## config.mk

```make
export PLATFORM = sky130hd
export DESIGN_NAME = vga_plot_arbiter_flat
export DESIGN_NICKNAME = d
export VERILOG_FILES = /design/src/rtl/vga_plot_arbiter_if.sv /design/src/rtl/vga_plot_arbiter.sv /design/src/flat_wrapper.sv
export SDC_FILE = /design/constraint.sdc
export NUM_CORES = 1
export LEC_CHECK = 0
export BUFFER_PORTS_ARGS = -buffer_cell sky130_fd_sc_hd__buf_2
export CORE_UTILIZATION = 35
export DETAILED_ROUTE_END_ITERATION = 8
export GPL_TIMING_DRIVEN = 0
export PLACE_DENSITY = 0.57
export SKIP_LAST_GASP = 1
export SLEW_MARGIN = 30
export SYNTH_ARGS = -nofsm -noshare
export SYNTH_HDL_FRONTEND = slang
export SYNTH_SLANG_ARGS = --single-unit
```

## constraint.sdc

```tcl
create_clock -name clock -period 3 [get_ports clock]
set_input_delay 0.45 -clock clock [delete_from_list [all_inputs] [get_ports clock]]
set_output_delay 0.45 -clock clock [all_outputs]
set_load 0.05 [all_outputs]
```

## src/rtl/vga_plot_arbiter_if.sv

```systemverilog
// Pixel request channel: a requester offers one (x, y, colour) pixel with valid,
// and the arbiter answers with a same-cycle ready when it takes the pixel.
interface vga_plot_arbiter_if #(
  parameter int X_W = 8,
  parameter int Y_W = 7,
  parameter int C_W = 3
);
  logic           valid;
  logic [X_W-1:0] x;
  logic [Y_W-1:0] y;
  logic [C_W-1:0] colour;
  logic           ready;

  modport master (
    output valid,
    output x,
    output y,
    output colour,
    input  ready
  );

  modport slave (
    input  valid,
    input  x,
    input  y,
    input  colour,
    output ready
  );
endinterface

```

## src/rtl/vga_plot_arbiter.sv

```systemverilog
// Shares the single VGA adapter pixel-write port between two requesters (A, B)
// with round-robin arbitration, and contains a full-screen clear sequencer that
// takes over the port for one whole frame of consecutive writes.
module vga_plot_arbiter #(
  parameter int X_W   = 8,
  parameter int Y_W   = 7,
  parameter int C_W   = 3,
  parameter int X_MAX = 159,
  parameter int Y_MAX = 119
) (
  input  logic                 clock,
  input  logic                 reset,
  input  logic                 clear_req,
  input  logic [C_W-1:0]       clear_colour,
  output logic                 clear_busy,
  vga_plot_arbiter_if.slave    a,
  vga_plot_arbiter_if.slave    b,
  output logic [X_W-1:0]       vga_x,
  output logic [Y_W-1:0]       vga_y,
  output logic [C_W-1:0]       vga_colour,
  output logic                 vga_plot
);

  localparam logic [X_W-1:0] X_LAST = X_W'(X_MAX);
  localparam logic [Y_W-1:0] Y_LAST = Y_W'(Y_MAX);

  typedef enum logic {
    IDLE,
    CLEAR
  } state_t;

  state_t         state;
  logic           last_was_b;
  logic [X_W-1:0] cnt_x;
  logic [Y_W-1:0] cnt_y;
  logic [C_W-1:0] clr_colour;

  logic grant_a;
  logic grant_b;
  logic a_in_range;
  logic b_in_range;

  // Round-robin grant: a lone requester always wins; under contention the one
  // not granted last time wins. Nothing is granted in reset or while clearing.
  assign grant_a = !reset && (state == IDLE) && a.valid && (!b.valid || last_was_b);
  assign grant_b = !reset && (state == IDLE) && b.valid && (!a.valid || !last_was_b);

  assign a.ready = grant_a;
  assign b.ready = grant_b;

  // Off-screen pixels are consumed but never reach the adapter.
  assign a_in_range = (a.x <= X_LAST) && (a.y <= Y_LAST);
  assign b_in_range = (b.x <= X_LAST) && (b.y <= Y_LAST);

  // Arbiter/clear FSM with registered adapter outputs; plot is a one-cycle strobe
  // and the coordinate/colour registers hold their value between strobes.
  always_ff @(posedge clock) begin
    if (reset) begin
      state      <= IDLE;
      last_was_b <= 1'b1;
      cnt_x      <= '0;
      cnt_y      <= '0;
      clr_colour <= '0;
      clear_busy <= 1'b0;
      vga_x      <= '0;
      vga_y      <= '0;
      vga_colour <= '0;
      vga_plot   <= 1'b0;
    end else begin
      vga_plot <= 1'b0;
      case (state)
        IDLE: begin
          if (grant_a) begin
            last_was_b <= 1'b0;
            if (a_in_range) begin
              vga_x      <= a.x;
              vga_y      <= a.y;
              vga_colour <= a.colour;
              vga_plot   <= 1'b1;
            end
          end else if (grant_b) begin
            last_was_b <= 1'b1;
            if (b_in_range) begin
              vga_x      <= b.x;
              vga_y      <= b.y;
              vga_colour <= b.colour;
              vga_plot   <= 1'b1;
            end
          end
          // A requester pixel accepted in this same cycle is still written
          // above, so it lands one cycle before the first clear pixel.
          if (clear_req) begin
            clr_colour <= clear_colour;
            cnt_x      <= '0;
            cnt_y      <= '0;
            clear_busy <= 1'b1;
            state      <= CLEAR;
          end
        end
        CLEAR: begin
          vga_x      <= cnt_x;
          vga_y      <= cnt_y;
          vga_colour <= clr_colour;
          vga_plot   <= 1'b1;
          if (cnt_x == X_LAST) begin
            cnt_x <= '0;
            if (cnt_y == Y_LAST) begin
              cnt_y      <= '0;
              clear_busy <= 1'b0;
              state      <= IDLE;
            end else begin
              cnt_y <= cnt_y + 1'b1;
            end
          end else begin
            cnt_x <= cnt_x + 1'b1;
          end
        end
        default: begin
          state <= IDLE;
        end
      endcase
    end
  end

endmodule

```

## src/flat_wrapper.sv

```systemverilog
// flat-port wrapper written by rule: the top's interface ports become plain ports
module vga_plot_arbiter_flat 
#(
  parameter int X_W   = 8,
  parameter int Y_W   = 7,
  parameter int C_W   = 3,
  parameter int X_MAX = 159,
  parameter int Y_MAX = 119
)
  (clock, reset, clear_req, clear_colour, clear_busy, vga_x, vga_y, vga_colour, vga_plot, a_valid, a_x, a_y, a_colour, a_ready, b_valid, b_x, b_y, b_colour, b_ready);
  vga_plot_arbiter_if #(.X_W(X_W), .Y_W(Y_W), .C_W(C_W)) a_i ();
  vga_plot_arbiter_if #(.X_W(X_W), .Y_W(Y_W), .C_W(C_W)) b_i ();
  input  logic clock;
  input  logic reset;
  input  logic clear_req;
  input  logic [C_W-1:0] clear_colour;
  output logic clear_busy;
  output logic [X_W-1:0] vga_x;
  output logic [Y_W-1:0] vga_y;
  output logic [C_W-1:0] vga_colour;
  output logic vga_plot;
  input wire logic [$bits(a_i.valid)-1:0] a_valid;
  input wire logic [$bits(a_i.x)-1:0] a_x;
  input wire logic [$bits(a_i.y)-1:0] a_y;
  input wire logic [$bits(a_i.colour)-1:0] a_colour;
  output wire logic [$bits(a_i.ready)-1:0] a_ready;
  input wire logic [$bits(b_i.valid)-1:0] b_valid;
  input wire logic [$bits(b_i.x)-1:0] b_x;
  input wire logic [$bits(b_i.y)-1:0] b_y;
  input wire logic [$bits(b_i.colour)-1:0] b_colour;
  output wire logic [$bits(b_i.ready)-1:0] b_ready;
  assign a_i.valid = a_valid;
  assign a_i.x = a_x;
  assign a_i.y = a_y;
  assign a_i.colour = a_colour;
  assign a_ready = a_i.ready;
  assign b_i.valid = b_valid;
  assign b_i.x = b_x;
  assign b_i.y = b_y;
  assign b_i.colour = b_colour;
  assign b_ready = b_i.ready;
  vga_plot_arbiter #(.X_W(X_W), .Y_W(Y_W), .C_W(C_W), .X_MAX(X_MAX), .Y_MAX(Y_MAX)) u_core (.clock(clock), .reset(reset), .clear_req(clear_req), .clear_colour(clear_colour), .clear_busy(clear_busy), .a(a_i), .b(b_i), .vga_x(vga_x), .vga_y(vga_y), .vga_colour(vga_colour), .vga_plot(vga_plot));
endmodule
```

# == Word level (Yosys, flattened, before mapping) ==
# Cells that the tools add are included.
# word_totals
reg_bits,40
input_bits,44
out_inout_bits,22
wordCells,81
# op_classes
n_addsub,2
n_lt_le_gt_ge,4
eq_ne,8
muxes,37
bitwise_logic,1
n_reduce_logical,19
# ops
operator,n
two-way mux 7 bit,7
two-way mux 8 bit,6
one-hot mux 8 bit (2 select lines),2
one-hot mux 7 bit (2 select lines),2
"<= comparator 8 bit, second input constant",2
"<= comparator 7 bit, second input constant",2
two-way mux 1 bit,12
two-way mux 3 bit,4
"adder 8 x 1 -> 8 bit, second input constant",1
"equality test 8 bit, second input constant",1
"adder 7 x 1 -> 7 bit, second input constant",1
"equality test 7 bit, second input constant",1
logical AND 1 bit,7
"!= test 2 bit, second input constant",3
"!= test 3 x 2 -> 1 bit, second input constant",2
one-hot mux 1 bit (2 select lines),3
one-hot mux 3 bit (2 select lines),1
AND reduction 2 bit,3
AND reduction 3 bit,2
zero test 1 bit,4
"!= test 3 bit, second input constant",1
logical OR 1 bit,2
nonzero test 2 bit,1
inverter 1 bit,1

# == Longest topological paths before layout ==
# Gate-level depths: netlist of run 1.
# depth
ltp_word,7
ltp_mapped,8
ltp_nobuf,5

# == Worst setup path before layout of run 1 ==
# Ideal clock, no wire load.
# synth_path
path_type,register to register
startpoint,register u_core.state
endpoint,register u_core.vga_colour[0]
setup_time_ps,132
t_arrival_ps,1963
required_ps,2868
path_slack_ps,905
path_stages_with_launch,8
n_path_buf,3
period_less_slack_ps,2095
path_cell_list,dfxtp_1 > buf_6 > nand2b_1 > a211oi_2 > a31oi_1 > buf_6 > buf_8 > mux2i_1
# synth_between
elab_chain_cells,6
elab_cells_between_ends,12
classes_between,eq/ne: 3; mux: 2; bitwise: 1; reduce/logical: 6
# synth_rtl
item,line_no,source
"start, declared",vga_plot_arbiter.sv:32,state_t state;
"start signal, assigned",vga_plot_arbiter.sv:59,state <= IDLE;
"start signal, assigned",vga_plot_arbiter.sv:97,state <= CLEAR;
"start signal, assigned",vga_plot_arbiter.sv:110,state <= IDLE;
inverter 1 bit (no source line),n/a,
logical AND 1 bit (3 in a row),vga_plot_arbiter.sv:46,assign grant_b = !reset && (state == IDLE) && b.valid && (!a.valid || !last_was_b);
net b_ready,flat_wrapper.sv:31,output wire logic [$bits(b_i.ready)-1:0] b_ready;
!= test 3 bit (no source line),n/a,
AND reduction 3 bit (no source line),n/a,
"end signal, assigned",vga_plot_arbiter.sv:78,vga_colour <= a.colour;
"end signal, assigned",vga_plot_arbiter.sv:86,vga_colour <= b.colour;
"end signal, assigned",vga_plot_arbiter.sv:103,vga_colour <= clr_colour;
"end, declared",vga_plot_arbiter.sv:20,"output logic [C_W-1:0] vga_colour,"
# The timed path passes the listed nets, and every way through them passes these cells.
# A chain may end at the register's enable or synchronous reset.

# == Worst setup path in the final report of run 1 ==
# layout_path
startpoint,register u_core.state
endpoint,output port a_ready
# layout_between
elab_chain_cells,4
# layout_rtl
item,line_no,source
inverter 1 bit (no source line),n/a,
logical AND 1 bit (3 in a row),vga_plot_arbiter.sv:45,assign grant_a = !reset && (state == IDLE) && a.valid && (!b.valid || last_was_b);
"end, declared",flat_wrapper.sv:26,output wire logic [$bits(a_i.ready)-1:0] a_ready;
# No other way between the ends.

==> results of run 1 <==
-- per-stage QoR --
stage	utilization (%)	power, uW	hold slack (ns)	std cells	setup slack (ns)
3_5_place_dp	43.59	974.7	0.4499	406	0.9371
3_3_place_gp	43.59	972.5	0.4438	406	0.9190
5_1_grt	45.70	1523	0.3979	414	0.6648
6_report	45.70	1456	0.3885	414	0.7586
4_1_cts	45.70	1469	0.3851	414	0.7592
2_1_floorplan	-	862.2	0.4366	266	0.9051
-- placed cells by master (no fill, tap or decap), types with 6 or more instances in the layout --
master	instances
buf_2	70
dfxtp_1	40
nand2_1	30
a21oi_1	25
o311ai_0	19
mux2i_1	19
nand3b_1	18
nor2_1	15
inv_1	13
clkbuf_1	11
o21ai_0	10
nand3_1	8
clkbuf_8	7
a31oi_1	6
-- layer usage --
metal,up-vias,wire length [um]
met3,13,318
met4,0,132
met1,1053,3190
li1,1115,-
met5,-,0
met2,52,2998
-- logic make-up (layout without fill, tap and decap cells) --
kind of cell	after synthesis	after routing	share of synthesized area (%)
and+or+nand+nor	96	96	23.17
AOI/OAI and AO/OA	73	73	22.43
DFF	40	40	36.53
adders and majority gates	2	2	1.141
xor gates and xnor gates	1	1	0.3996
muxes	19	19	8.676
buffers and inverters	35	108	7.648
-- critical path, stage by stage (launching register included) --
cell,delay [ns]
dfxtp_1,0.31
buf_6,0.13
nor3b_2,0.19
and2_1,0.14
buf_2,0.19
buf_2,0.24
buf_2,0.29
-- cells in the mapped netlist (5+ instances only) --
| cell | number |
|---|---|
| a21oi_1 | 25 |
| a31oi_1 | 6 |
| buf_2 | 5 |
| clkbuf_1 | 11 |
| dfxtp_1 | 40 |
| inv_1 | 13 |
| mux2i_1 | 19 |
| nand2_1 | 30 |
| nand3_1 | 8 |
| nand3b_1 | 18 |
| nor2_1 | 15 |
| nor2b_1 | 5 |
| o21ai_0 | 10 |
| o311ai_0 | 19 |
-- where the power goes --
part           switching, uW  internal (uW)
registers               19.3            568
clock network            200            294
logic                    255            120
-- sequential cells by signal (all words and copies together) (netlist names) --
signal / cells
u_core.vga_colour: 3
u_core.cnt_x: 8
u_core.last_was_b: 1
u_core.vga_y: 7
u_core.state: 1
u_core.vga_x: 8
u_core.clr_colour: 3
u_core.cnt_y: 7
u_core.clear_busy: 1
u_core.vga_plot: 1
-- path summary, 6_finish.rpt --
| kind | from | cells past startpoint | slack [ns] | to |
|---|---|---|---|---|
| max reg2reg | u_core.cnt_x[0] | 6 | 0.94 | u_core.cnt_y[0] |
| min | clear_colour[0] | 3 | 0.39 | u_core.clr_colour[0] |
| max | u_core.state | 6 | 0.76 | a_ready |
| min reg2reg | u_core.clr_colour[0] | 2 | 0.46 | u_core.clr_colour[0] |
-- final cells by class --
type                    instances  area, um^2  share of cell area [%]
flip-flops and latches         40       800.8                   29.25
clock inverters                 1       30.03                   1.097
clock buffers                   7       96.34                   3.519
plain buffers                  21       115.1                   4.205
well taps                      75       93.84                   3.428
multi-input cells             191        1224                   44.70
repair buffers                 65       325.3                   11.88
inverters                      14       52.55                   1.920
==> flow_summary.toml, run 1 <==
[timing]
fin_worst_skew_ns = 0.004969
min_period_ns = 2.241
hold_violations = 0
rsz0062_at_grt = "no"
fin_crit_sh_pct = 74.71
finalSetupViolCount = 0
relSlewSlack_pct = 46.94
worst_pin_slew_ns = 0.7859
finalSetupTns_ns = 0
fmax_mhz = 446.2
slew_violations = 0

[die]
fp.dieArea_um2 = 6584
fp.coreArea_um2 = 5991
die_h_um = 81.14
start_util_pct = 36.59
num_rows = 28
die_x_um = 81.14
ioPinCount = 66

[yosys]
syn-cell-area_um2 = 2192
async_reset_ff_share_pct = 0
syn_nets = 312
syn_avg_cell_area_um2 = 8.241
yosysTopAreaCell = "dfxtp_1"
yosysUniqueCellTypes = 40
seq_area_frac_synth_pct = 36.53
ys.flop_type = "dfxtp_1"
netlist.area_leader.share_pct = 36.53
ys_ff_latch = 40
synthCells = 266
synth_edf_count = 0
yosys_warnings = 0
synth_area_leaders = "dfxtp_1 37%, mux2i_1 8.7%, o311ai_0 7.6%"

[route]
vias = 2233
drt_wl_total_um = 6640
drt_first_pass_iters = 4
ant_nets = 0
drt_iter0_markers = 101
wl_per_cell_um = 16.04
via_per_inst = 5.394
drcViolationCount = 0

[layout]
fin_area_um2 = 2738
n_antenna_cell = 0
nets = 384
drive_gt1_share_pct = 25.07
area.growth.synth_to_final_pct = 24.89
fillCellCount = 638

[critical_path]
startpoint_type = "register"
cp_max_fo = 10
cp.required_ns = 2.55
path_class = "register to output port"
cp.arrival_ns = 1.79
end_kind = "output port"

[cts]
ctsResizeCount = 0
cts_tree = "done"
hold_buffers = 0
postCtsSetupBuffers = 0
cts_buffers = 5
clkTransAtPathRegs_ns = 0.08
cts_sinks = 40
cts.htree.levels = 2
root_buffer = "clkbuf_8"
clkLatencyLatePin_ns = 0.30
cts.path.max_buffers = 2

[global_routing]
top_usage_layer = "met2"
grt_pass1_vias = 2101
grtUsageTotal_pct = 20.61
grt-ovfl-total = 0
grt_max_degree = 13
antenna_found_initial = 0
grtUsageMet2_pct = 32.69
use_met1_pct = 27.28
grt_first_pass_wirelength_um = 10230
grt_util_met3_pct = 4.270

[power_and_ir_drop]
cellPowerDensity_nw_per_um2 = 531.9
p_leak_uw = 0.001135
ir_drop_uv = 294.3

[min_path]
min_path_type = "input port to register"

[place]
gp_congestion = 0.8607
dp_hpwl_um = 4966
io_buffers = 65
place_area_um2 = 2611

[flow_run]
maxCapViolations = 0

[run_status]
outcome = "finished clean"
No activity file was read; power rests on OpenSTA's default activity.
==> run 2, diff against run 1 <==
==> constraint.sdc (replaced) <==
create_clock -name clock -period 2.2 [get_ports clock]
set_input_delay 0.33 -clock clock [delete_from_list [all_inputs] [get_ports clock]]
set_output_delay 0.33 -clock clock [all_outputs]
set_load 0.05 [all_outputs]
==> flow_summary.toml, run 2 (synthesized netlist as in run 1, its figures left out) <==
[run_status]
outcome = "finished clean"

[critical_path]
cp.required_ns = 1.87
reg2reg_slack_ns = 0.30
cp_max_fo = 10
end_kind = "output port"
startpoint_type = "register"
cp.arrival_ns = 1.77
path_class = "register to output port"

[die]
die_x_um = 81.14
start_util_pct = 36.59
num_rows = 28
fp.dieArea_um2 = 6584
fp.coreArea_um2 = 5991
ioPinCount = 66
die_h_um = 81.14

[route]
met1_length_um = 3173
wl_per_cell_um = 16.06
ant_nets = 0
drt_first_pass_iters = 4
highest_layer = "met4"
drt_wl_total_um = 6650
route.met2.wl_um = 3027
drt_iter0_markers = 113
drcViolationCount = 0
vias = 2252
wl_met3_um = 326
via_per_inst = 5.440

[place]
dp_slack_ns = 0.1435
io_buffers = 65
dp_hpwl_um = 4966
place_inst = 406
gp_congestion = 0.8607

[global_routing]
grt_first_pass_wirelength_um = 10230
grt-ovfl-total = 0
grt_pass1_vias = 2101
antenna_found_initial = 0
grtUsageTotal_pct = 20.61
grt_max_degree = 13

[timing]
slew_violations = 0
relSlewSlack_pct = 61.09
rsz0062_at_grt = "no"
finalSetupTns_ns = 0
fin_worst_skew_ns = 0.005096
setup_slack_ns = 0.09721
worst_pin_slew_ns = 0.5836
fin_crit_sh_pct = 95.58
hold_slack_ns = 0.2682
finalSetupViolCount = 0
min_period_ns = 2.103
hold_violations = 0
fmax_mhz = 475.6

[power_and_ir_drop]
p_sw_share_pct = 32.57
cellPowerDensity_nw_per_um2 = 725.1
intPower_uw = 1340
ir_drop_uv = 401.2
p_leak_uw = 0.001135
pwr-share-comb_pct = 25.8
p_sw_uw = 647.2
p_seq_share_pct = 40.3
pwr-share-clk_pct = 33.9

[layout]
area.growth.synth_to_final_pct = 25.00
fin_cells = 414
drive_gt1_share_pct = 25.07
fillCellCount = 638
nets = 384
n_antenna_cell = 0
mostFrequentLayoutCells = "69 x buf_2, 40 x dfxtp_1, 30 x nand2_1, 25 x a21oi_1, 19 x mux2i_1"
final_common_cell = "buf_2"
top_regs = "u_core.cnt_x (8), u_core.vga_x (8)"

[min_path]
min_path_type = "input port to register"

[flow_run]
maxCapViolations = 0

[cts]
clkLatencyLatePin_ns = 0.30
cts.htree.levels = 2
root_buffer = "clkbuf_8"
postCtsSetupBuffers = 0
cts_sinks = 40
cts_buffers = 5
hold_buffers = 0
cts.path.max_buffers = 2
clkTransAtPathRegs_ns = 0.08
cts_tree = "done"
[run 2: per-stage QoR]
step | util (%) | total power (uW) | cell area [um^2]
after floorplan | - | 1176 | 2192
after global placement | 43.59 | 1326 | 2611
after detailed placement | 43.59 | 1329 | 2611
after CTS | 45.70 | 2003 | 2738
after global routing | 45.74 | 2078 | 2740
final | 45.74 | 1987 | 2740
[run 2: per-layer routing]
metal	global-route usage [%]	up-vias
li1	-	1117
met1	27.28	1064
met2	32.69	60
met3	4.270	11
met4	7.857	0
met5	0	-
[run 2: path summary, 6_finish.rpt]
check,from,end,cells past startpoint
max,u_core.state,a_ready,6
max reg2reg,u_core.cnt_x[0],u_core.state,6
min reg2reg,u_core.clr_colour[0],u_core.clr_colour[0],2
min,clear_colour[0],u_core.clr_colour[0],3
[run 2: what timing repair did]
| item | in CTS | in global routing |
|---|---|---|
| hold endpoints to repair | 0 | 0 |
| resized for setup | 0 | 2 |
| endpoints found under the setup margin | 0 | 3 |
[run 2: power by group through the flow]
stage / Combinational (uW) / Sequential [uW] / Clock (uW)
after global routing: 552 / 809 / 717
after global placement: 509 / 817 / 0
final: 513 / 800 / 674
after CTS: 514 / 801 / 688
after detailed placement: 511 / 818 / 0
after floorplan: 222 / 954 / 0
[run 2: critical path, stage by stage, from the launching register on]
cell	delay [ns]
dfxtp_1	0.31
buf_6	0.13
nor3b_2	0.19
and2_1	0.14
buf_2	0.19
buf_2	0.24
clkbuf_4	0.27
[run 2: cell type report]
type                            count  area, um^2  share of cell area, %
Sequential cell                    40       800.8                  29.22
Timing Repair Buffer               65       327.8                  11.96
Clock buffer                        7       96.34                  3.516
Clock inverter                      1       30.03                  1.096
Multi-Input combinational cell    191        1224                  44.66
Tap cell                           75       93.84                  3.425
Buffer                             21       115.1                  4.201
Inverter                           14       52.55                  1.918
==> run 3, diff against run 2 <==
--- a/config.mk
+++ b/config.mk
@@ -5,11 +5,12 @@
 export SDC_FILE = /design/constraint.sdc
 export NUM_CORES = 1
 export LEC_CHECK = 0
+export ABC_AREA = 1
 export BUFFER_PORTS_ARGS = -buffer_cell sky130_fd_sc_hd__buf_2
 export CORE_UTILIZATION = 35
 export DETAILED_ROUTE_END_ITERATION = 8
 export GPL_TIMING_DRIVEN = 0
-export PLACE_DENSITY = 0.57
+export PLACE_DENSITY = 0.56
 export SKIP_LAST_GASP = 1
 export SLEW_MARGIN = 30
 export SYNTH_ARGS = -nofsm -noshare
==> flow_summary.toml, run 3 <==
[run_status]
outcome = "finished clean"

[layout]
final_common_cell = "nand2_1"
n_antenna_cell = 0
mostFrequentLayoutCells = "119 x nand2_1, 75 x buf_2, 59 x inv_1, 54 x nor2_1, 40 x dfxtp_1"
fin_area_um2 = 3004
nets = 522
multiInputGateArea_um2 = 1344
drive_gt1_share_pct = 18.66
area.growth.synth_to_final_pct = 21.69
top_regs = "u_core.cnt_x (8), u_core.vga_x (8)"
seqCellArea_um2 = 800.8
fillCellCount = 748

[critical_path]
reg2regPathDepth = 9
max_stage_delay_ns = 0.38
startpoint_type = "register"
cpMaxStageDelayCell = "dfxtp_1"
cp_max_fo = 10
rr_startpoint = "u_core.cnt_x[0]"
cp_cell_sequence = "nor2_2 > buf_2 > nand2_1 > buf_2 > inv_1 > buf_2"
crit_path_frequent_cell = "buf_2"
path_class = "register to output port"
r2r-end = "u_core.cnt_y[4]"
end_kind = "output port"
reg2reg_slack_ns = 0.53
cp.required_ns = 1.87
cp.arrival_ns = 1.73

[place]
dp_slack_ns = 0.3773
gp_congestion = 0.8851
io_buffers = 65
dp_hpwl_um = 5387
place_area_um2 = 2914

[cts]
cts_sinks = 40
root_buffer = "clkbuf_8"
clkLatencyLatePin_ns = 0.29
clkTransAtPathRegs_ns = 0.08
ctsResizeCount = 0
postCtsSetupBuffers = 0
cts_tree = "done"
hold_buffers = 0
cts.htree.levels = 2
cts.path.max_buffers = 2
cts_buffers = 5

[timing]
fmax_mhz = 485.0
hold_violations = 0
fin_crit_sh_pct = 93.72
slew_violations = 0
hold_slack_ns = 0.2750
min_period_ns = 2.062
worst_pin_slew_ns = 0.5195
rsz0062_at_grt = "no"
relSlewSlack_pct = 65.37
setup_slack_ns = 0.1381
finalSetupViolCount = 0
finalSetupTns_ns = 0
fin_worst_skew_ns = 0.006224

[global_routing]
top_usage_layer = "met2"
antenna_found_initial = 0
use_met1_pct = 26.66
grt_max_degree = 12
grt_util_met3_pct = 3.657
grt-ovfl-total = 0
grtUsageMet2_pct = 31.17
grtUsageTotal_pct = 19.59
grt_first_pass_wirelength_um = 11330
grt_pass1_vias = 2385

[route]
drcViolationCount = 0
drt_first_pass_iters = 4
wl_per_cell_um = 12.29
drt_iter0_markers = 203
via_per_inst = 4.684
ant_nets = 0
vias = 2684
drt_wl_total_um = 7041

[yosys]
yosys_warnings = 0
ys_ff_latch = 40
netlist.area_leader.share_pct = 32.44
synth_area_leaders = "dfxtp_1 32%, nand2_1 18%, inv_1 9.0%"
yosysMostFrequentCell = "nand2_1"
syn_avg_cell_area_um2 = 6.110
ys.flop_type = "dfxtp_1"
seq_area_frac_synth_pct = 32.44
synth_edf_count = 0
synthCells = 404
synthTopCellsByCount = "119 x nand2_1, 59 x inv_1, 54 x nor2_1, 40 x dfxtp_1, 30 x nand3_1"
yosysTopAreaCell = "dfxtp_1"
async_reset_ff_share_pct = 0
yosysUniqueCellTypes = 29
syn-cell-area_um2 = 2469
syn_nets = 450

[die]
fp.dieArea_um2 = 7393
die_h_um = 85.99
fp.coreArea_um2 = 6794
die_x_um = 85.99
start_util_pct = 36.34
ioPinCount = 66
num_rows = 30

[power_and_ir_drop]
cellPowerDensity_nw_per_um2 = 640.5
ir_drop_uv = 317.3
p_leak_uw = 0.001546

[min_path]
holdPathStages = 2
min_path_type = "input port to register"
min_from = "reset"
min_to = "u_core.cnt_x[4]"

[flow_run]
maxCapViolations = 0
-- run 3: worst max path at each step --
stage,startpoint,to
floorplan,u_core.state,u_core.vga_colour[0]
global placement,b_valid,a_ready
detailed placement,b_valid,a_ready
CTS,u_core.state,a_ready
global route,u_core.last_was_b,a_ready
finish,u_core.state,a_ready
-- run 3: layer usage --
layer  vias to the layer above  part of all wire, %
met2                        54                   46
li1                       1414                    -
met4                         0                  1.6
met3                         9                  3.4
met5                         -                    0
met1                      1207                   49
-- run 3: power by group --
part / switching [uW] / total [uW] / leakage, uW / internal, uW
combinational: 412 / 594 / 0.00117 / 182
sequential: 34.0 / 815 / 0.000329 / 781
clock: 259 / 515 / 0.0000455 / 256
total: 705 / 1920 / 0.00155 / 1220
-- run 3: per-stage QoR --
| step | cells | total power (uW) | utilization [%] |
|---|---|---|---|
| floorplan | 404 | 1265 | - |
| global placement | 565 | 1424 | 42.89 |
| detailed placement | 565 | 1428 | 42.89 |
| CTS | 573 | 1946 | 44.22 |
| global route | 573 | 2037 | 44.22 |
| finish | 573 | 1924 | 44.22 |
-- run 3: critical path: cells and delay by family, from the launching register on --
| family | cells | cell delay, ns |
|---|---|---|
| buf+inv | 4 | 0.76 |
| flops | 1 | 0.38 |
| simple gates | 2 | 0.29 |
-- run 3: final cells by class --
cell class              count  share of cell area [%]
multi-input cells         283                   44.73
flip-flops and latches     40                   26.66
repair buffers             65                   10.83
inverters                  61                   7.622
well taps                  96                   3.998
plain buffers              20                   3.165
clock buffers               8                   2.999
-- run 3: cell families after synthesis --
group                      Yosys count  share of synthesized area [%]
AOI/OAI and AO/OA                   28                          6.387
xor gates and xnor gates             1                         0.3549
adders and majority gates            2                          1.014
buffers and inverters               81                          13.13
DFF                                 40                          32.44
and+or+nand+nor                    252                          46.68
